<file path="src/rtl/uart_rx_receiver.sv">
// ============================================================================
// uart_rx_receiver : 8N1 UART receive path, optional even parity
//                    (define UART_RX_PARITY_EN to build the parity bit)
// Revision 1.0
// ============================================================================
`default_nettype none

module uart_rx_receiver #(
  parameter int CLKS_PER_BIT = 439,
  parameter int HALF_BIT     = CLKS_PER_BIT / 2,
  parameter int DATA_WIDTH   = 8
) (
  input  logic                  clk,
  input  logic                  rst,
  input  logic                  rx,
  output logic                  done,
  output logic [DATA_WIDTH-1:0] received_data,
  output logic                  frame_err,
  output logic                  parity_err
);

  localparam int CNT_W = (CLKS_PER_BIT > 2) ? $clog2(CLKS_PER_BIT) : 1;
  localparam int BIT_W = $clog2(DATA_WIDTH + 1);

  localparam logic [CNT_W-1:0] BAUD_MAX = CNT_W'(CLKS_PER_BIT - 1);
  localparam logic [CNT_W-1:0] HALF_MAX = CNT_W'(HALF_BIT - 1);
  localparam logic [BIT_W-1:0] LAST_BIT = BIT_W'(DATA_WIDTH - 1);

  typedef enum logic [2:0] {
    S_IDLE   = 3'd0,
    S_START  = 3'd1,
    S_DATA   = 3'd2,
    S_PARITY = 3'd3,
    S_STOP   = 3'd4
  } state_t;

  logic                  rx_meta_q;
  logic                  rx_s_q;
  state_t                state_q,  state_d;
  logic [CNT_W-1:0]      baud_q,   baud_d;
  logic [BIT_W-1:0]      bit_q,    bit_d;
  logic [DATA_WIDTH-1:0] shift_q,  shift_d;
  logic [DATA_WIDTH-1:0] data_q,   data_d;
  logic                  done_q,   done_d;
  logic                  ferr_q,   ferr_d;
  logic                  baud_tick;

`ifdef UART_RX_PARITY_EN
  logic                  par_q,    par_d;
  logic                  perr_q,   perr_d;
`endif

  assign baud_tick = (baud_q == BAUD_MAX);

  always_comb begin
    state_d = state_q;
    baud_d  = baud_q;
    bit_d   = bit_q;
    shift_d = shift_q;
    data_d  = data_q;
    done_d  = 1'b0;
    ferr_d  = 1'b0;
`ifdef UART_RX_PARITY_EN
    par_d   = par_q;
    perr_d  = 1'b0;
`endif
    case (state_q)
      S_IDLE: begin
        if (!rx_s_q) begin
          state_d = S_START;
          baud_d  = '0;
          bit_d   = '0;
          shift_d = '0;
        end
      end
      S_START: begin
        // A line that is high again at the start-bit centre was only a glitch.
        if (baud_q == HALF_MAX) begin
          baud_d  = '0;
          state_d = rx_s_q ? S_IDLE : S_DATA;
        end else begin
          baud_d = baud_q + CNT_W'(1);
        end
      end
      S_DATA: begin
        if (baud_tick) begin
          baud_d  = '0;
          shift_d = {rx_s_q, shift_q[DATA_WIDTH-1:1]};
          bit_d   = bit_q + BIT_W'(1);
          if (bit_q == LAST_BIT) begin
`ifdef UART_RX_PARITY_EN
            state_d = S_PARITY;
`else
            state_d = S_STOP;
`endif
          end
        end else begin
          baud_d = baud_q + CNT_W'(1);
        end
      end
`ifdef UART_RX_PARITY_EN
      S_PARITY: begin
        if (baud_tick) begin
          baud_d  = '0;
          par_d   = rx_s_q;
          state_d = S_STOP;
        end else begin
          baud_d = baud_q + CNT_W'(1);
        end
      end
`endif
      S_STOP: begin
        if (baud_tick) begin
          baud_d  = '0;
          state_d = S_IDLE;
          if (rx_s_q) begin
            data_d = shift_q;
            done_d = 1'b1;
`ifdef UART_RX_PARITY_EN
            perr_d = (^shift_q) ^ par_q;
`endif
          end else begin
            ferr_d = 1'b1;
          end
        end else begin
          baud_d = baud_q + CNT_W'(1);
        end
      end
      default: state_d = S_IDLE;
    endcase
  end

  always_ff @(posedge clk or posedge rst) begin
    if (rst) begin
      rx_meta_q <= 1'b1;
      rx_s_q    <= 1'b1;
      state_q   <= S_IDLE;
      baud_q    <= '0;
      bit_q     <= '0;
      shift_q   <= '0;
      data_q    <= '0;
      done_q    <= 1'b0;
      ferr_q    <= 1'b0;
`ifdef UART_RX_PARITY_EN
      par_q     <= 1'b0;
      perr_q    <= 1'b0;
`endif
    end else begin
      rx_meta_q <= rx;
      rx_s_q    <= rx_meta_q;
      state_q   <= state_d;
      baud_q    <= baud_d;
      bit_q     <= bit_d;
      shift_q   <= shift_d;
      data_q    <= data_d;
      done_q    <= done_d;
      ferr_q    <= ferr_d;
`ifdef UART_RX_PARITY_EN
      par_q     <= par_d;
      perr_q    <= perr_d;
`endif
    end
  end

  assign done          = done_q;
  assign received_data = data_q;
  assign frame_err     = ferr_q;
`ifdef UART_RX_PARITY_EN
  assign parity_err    = perr_q;
`else
  assign parity_err    = 1'b0;
`endif

endmodule

`default_nettype wire

</file>
<file path="config.mk">
export PLATFORM = sky130hd
export DESIGN_NAME = uart_rx_receiver
export DESIGN_NICKNAME = d
export VERILOG_FILES = /design/src/rtl/uart_rx_receiver.sv
export SDC_FILE = /design/constraint.sdc
export NUM_CORES = 1
export LEC_CHECK = 0
export ABC_AREA = 1
export CAP_MARGIN = 10
export CORE_MARGIN = 8
export CORE_UTILIZATION = 45
export CTS_BUF_LIST = sky130_fd_sc_hd__clkbuf_8
export CTS_CLUSTER_SIZE = 30
export DETAILED_ROUTE_END_ITERATION = 8
export GPL_TIMING_DRIVEN = 0
export HOLD_SLACK_MARGIN = 0.06
export PLACE_DENSITY = 0.7
export RECOVER_POWER = 25
export SYNTH_ARGS = -nofsm -noshare
export SYNTH_HDL_FRONTEND = slang
export SYNTH_SLANG_ARGS = --single-unit
</file>
<file path="constraint.sdc">
create_clock -name clk -period 1.5 [get_ports clk]
set_input_delay 0.45 -clock clk [delete_from_list [all_inputs] [get_ports clk]]
set_output_delay 0.45 -clock clk [all_outputs]
set_load 0.005 [all_outputs]
</file>
==> results.tsv <==
metric	value	unit
WL final	4357	um
Tmin final	1.516	ns
class of the worst hold path	flop to flop	
Hold Vio Cnt, Final	0	
clock tree buffer depth	2	
sequential share of the synthesized area	46.13	%
Setup CP Type	flop to flop	
ys flop type	dfrtp_1	
Port Buffers	12	
via/cell ratio	5.072	
Die Y	81.97	um
Initial Utilization	45.92	%
Die ar.	6718	um2
Clk pin slew, worst setup/hold paths	0.07	ns
Worst setup EP type	flop	
ys async rst share	100.0	%
Area Growth Syn to Fin	30.29	%
Num CTS Buffers	5	
total number of vias	1618	
fraction of layout cells with a size suffix above 1	34.83	%
DRC violations left	0	
Antenna Nets Post-Route	0	
antenna violations before repair	0	
post-synthesis mux area share	0	%
vias in the first global route	1560	
Unique masters post-synth	26	
Synth Area in Simple Gates	38.08	%
Synth Area in XOR/XNOR	1.789	%
CTS tree	built	
leakage power	1.254	nW
max-cap violations	0	
Final GP Congestion	0.9254	
combinational family with the most area after synthesis	simple AND/OR/NAND/NOR gates	
EDFF count, synth	0	
H-tree depth	2	
ANT cells	0	
grt ovf	0	
pwr dens	740.3	nW/um2
Overall Global Routing Usage	14.41	%
R2R depth	10	
Tot Pwr	1.889	mW
PnR worst setup slack	-0.01584	ns
Ys Warns	0	
violated checks	setup timing	
final setup vio count	6	
Post-Syn Instances	229	
crit path DAT	1.71	ns
worst endpoint required time	1.69	ns
CP max FO	5	
first-pass GRT wire length	7445	um
Rows	24	
core area	4264	um2
type of origin of the critical path	flop	
area share of fa/ha/maj cells after synthesis	1.917	%
RSZ-0062 raised after global routing	true	
Max Slew Vio Count	0	
clock skew	0.008393	ns
Synth Net Count	235	
worst-margin pin slew	0.6730	ns
final net count	272	
compound-gate portion of the synthesized area	4.026	%
clk root buf	clkbuf_8	
clock sink count	36	
Slew HR	55.09	%
first-pass iteration count of the detailed router	4	
register bit total from synthesis	36	
Avg WL per Cell	13.66	um
clk_lat worst skew	0.30	ns
I/O pin cnt	14	
drt initial violations	140	
VDD IR max	0.0004519	V
pin count of the biggest net entering global routing	22	
syn_area_per_cell	8.551	um2
Chip Width	81.97	um
post-detail-place hpwl	2798	um
TNS Setup	-0.05740	ns
hold path depth	0	
status	finished, violations left	
Fmax achieved	659.7	MHz
Netlist Area Pre-Place	1958	um2
Final Cycle Share	101.1	%
[placed cells by master (no fill, tap or decap), drive strengths merged]
cell type / Yosys / layout
a21oi: 1 / 1
conb: 1 / 1
clkinv: 0 / 1
dfstp: 2 / 2
clkbuf: 0 / 5
buf: 2 / 20
inv: 33 / 33
xor2: 4 / 4
dfrtp: 34 / 34
nor3b: 1 / 1
nor3: 5 / 5
nand3: 28 / 28
dlygate4sd2: 0 / 10
bufinv: 0 / 1
nor2: 17 / 17
dlygate4sd3: 0 / 2
nand4: 15 / 15
ha: 3 / 3
nand2: 69 / 69
o21ai: 14 / 14
clkinvlp: 0 / 1
[flip-flops by register name, summed over array words and instances, names as in the netlist]
name,cells
rx_s_q,1
frame_err,1
received_data,8
rx_meta_q,1
done,1
state_q,3
bit_q,4
baud_q,9
shift_q,8
[where the power goes]
part	switching, mW	total, mW	internal, mW
sequential	0.00238	0.977	0.975
combinational	0.0254	0.0384	0.0131
clock	0.381	0.873	0.492
[per-layer routing]
layer,global-route usage (%),vias to the layer above,wire length [um]
met3,3.829,11,238
li1,-,821,-
met1,18.39,751,1930
met2,22.02,35,2087
met5,0,-,0
met4,7.193,0,101
[worst max-delay path, stage by stage (launching register included)]
cell and delay, ns:
dfrtp_1 0.39, inv_1 0.06, ha_2 0.18, nand2_2 0.07, nor2_4 0.15, nand3_4 0.10, o21ai_4 0.10, nand2_4 0.11
buf_12 0.16, nand2_2 0.05, nand2_2 0.04
[logic make-up after synthesis]
group | after synthesis
fa+ha+maj | 3
flops | 36
simple gates | 135
buf+inv | 35
compound gates | 15
other cells | 1
xor+xnor | 4
[area by class of cell]
cell class	instances	area [um2]
Tap cell	52	65.06
Inverter	33	126.4
Buffer	2	27.53
Clock buffer	5	68.82
Clock inverter	3	42.54
Sequential cell	36	905.9
Multi-Input combinational cell	158	1013
Fill cell	362	1713
Timing Repair Buffer	30	301.5
[cells in the mapped netlist (4+ instances only)]
cell | count | area (um2)
nand2_1 | 43 | 161.4
dfrtp_1 | 34 | 850.8
o21ai_1 | 5 | 25.02
nor2_1 | 15 | 56.30
inv_2 | 6 | 22.52
inv_1 | 26 | 97.59
nand4_1 | 15 | 93.84
xor2_1 | 4 | 35.03
nand3_1 | 25 | 125.1
o21ai_0 | 8 | 40.04
nand2_2 | 24 | 150.1
[timing repair]
| item | CTS | global route |
|---|---|---|
| resized for setup | 27 | 28 |
| setup endpoints to repair | 35 | 33 |
| hold buffers | 0 | 0 |
| setup buffers | 14 | 2 |
| cloned | 1 | 0 |
| pin swaps | 6 | 5 |
[path summary, 6_finish.rpt]
kind,slack [ns],startpoint,end
setup reg to reg,-0.02,baud_q[0]$_DFFE_PP0P_,bit_q[2]$_DFFE_PP0P_
hold reg to reg,0.36,rx_meta_q$_DFF_PP1_,rx_s_q$_DFF_PP1_
setup / recovery,-0.02,baud_q[0]$_DFFE_PP0P_,bit_q[2]$_DFFE_PP0P_
max in group asynchronous,0.28,rst,state_q[2]$_DFFE_PP0P_
hold / removal,0.36,rx_meta_q$_DFF_PP1_,rx_s_q$_DFF_PP1_
min in group asynchronous,0.68,rst,bit_q[2]$_DFFE_PP0P_
[stage by stage]
stage | setup slack, ns | hold WS (ns) | utilization [%] | cell area, um2 | cells
floorplan | 0.002037 | 0.3452 | - | 1963 | 229
global placement | -0.5791 | 0.3480 | 50.38 | 2148 | 293
detailed placement | -0.1845 | 0.3508 | 51.03 | 2176 | 294
CTS | -0.0003251 | 0.3618 | 57.34 | 2445 | 317
global route | -0.09902 | 0.3661 | 59.83 | 2551 | 319
finish | -0.01584 | 0.3594 | 59.83 | 2551 | 319
(Power assumes the default switching activity.)
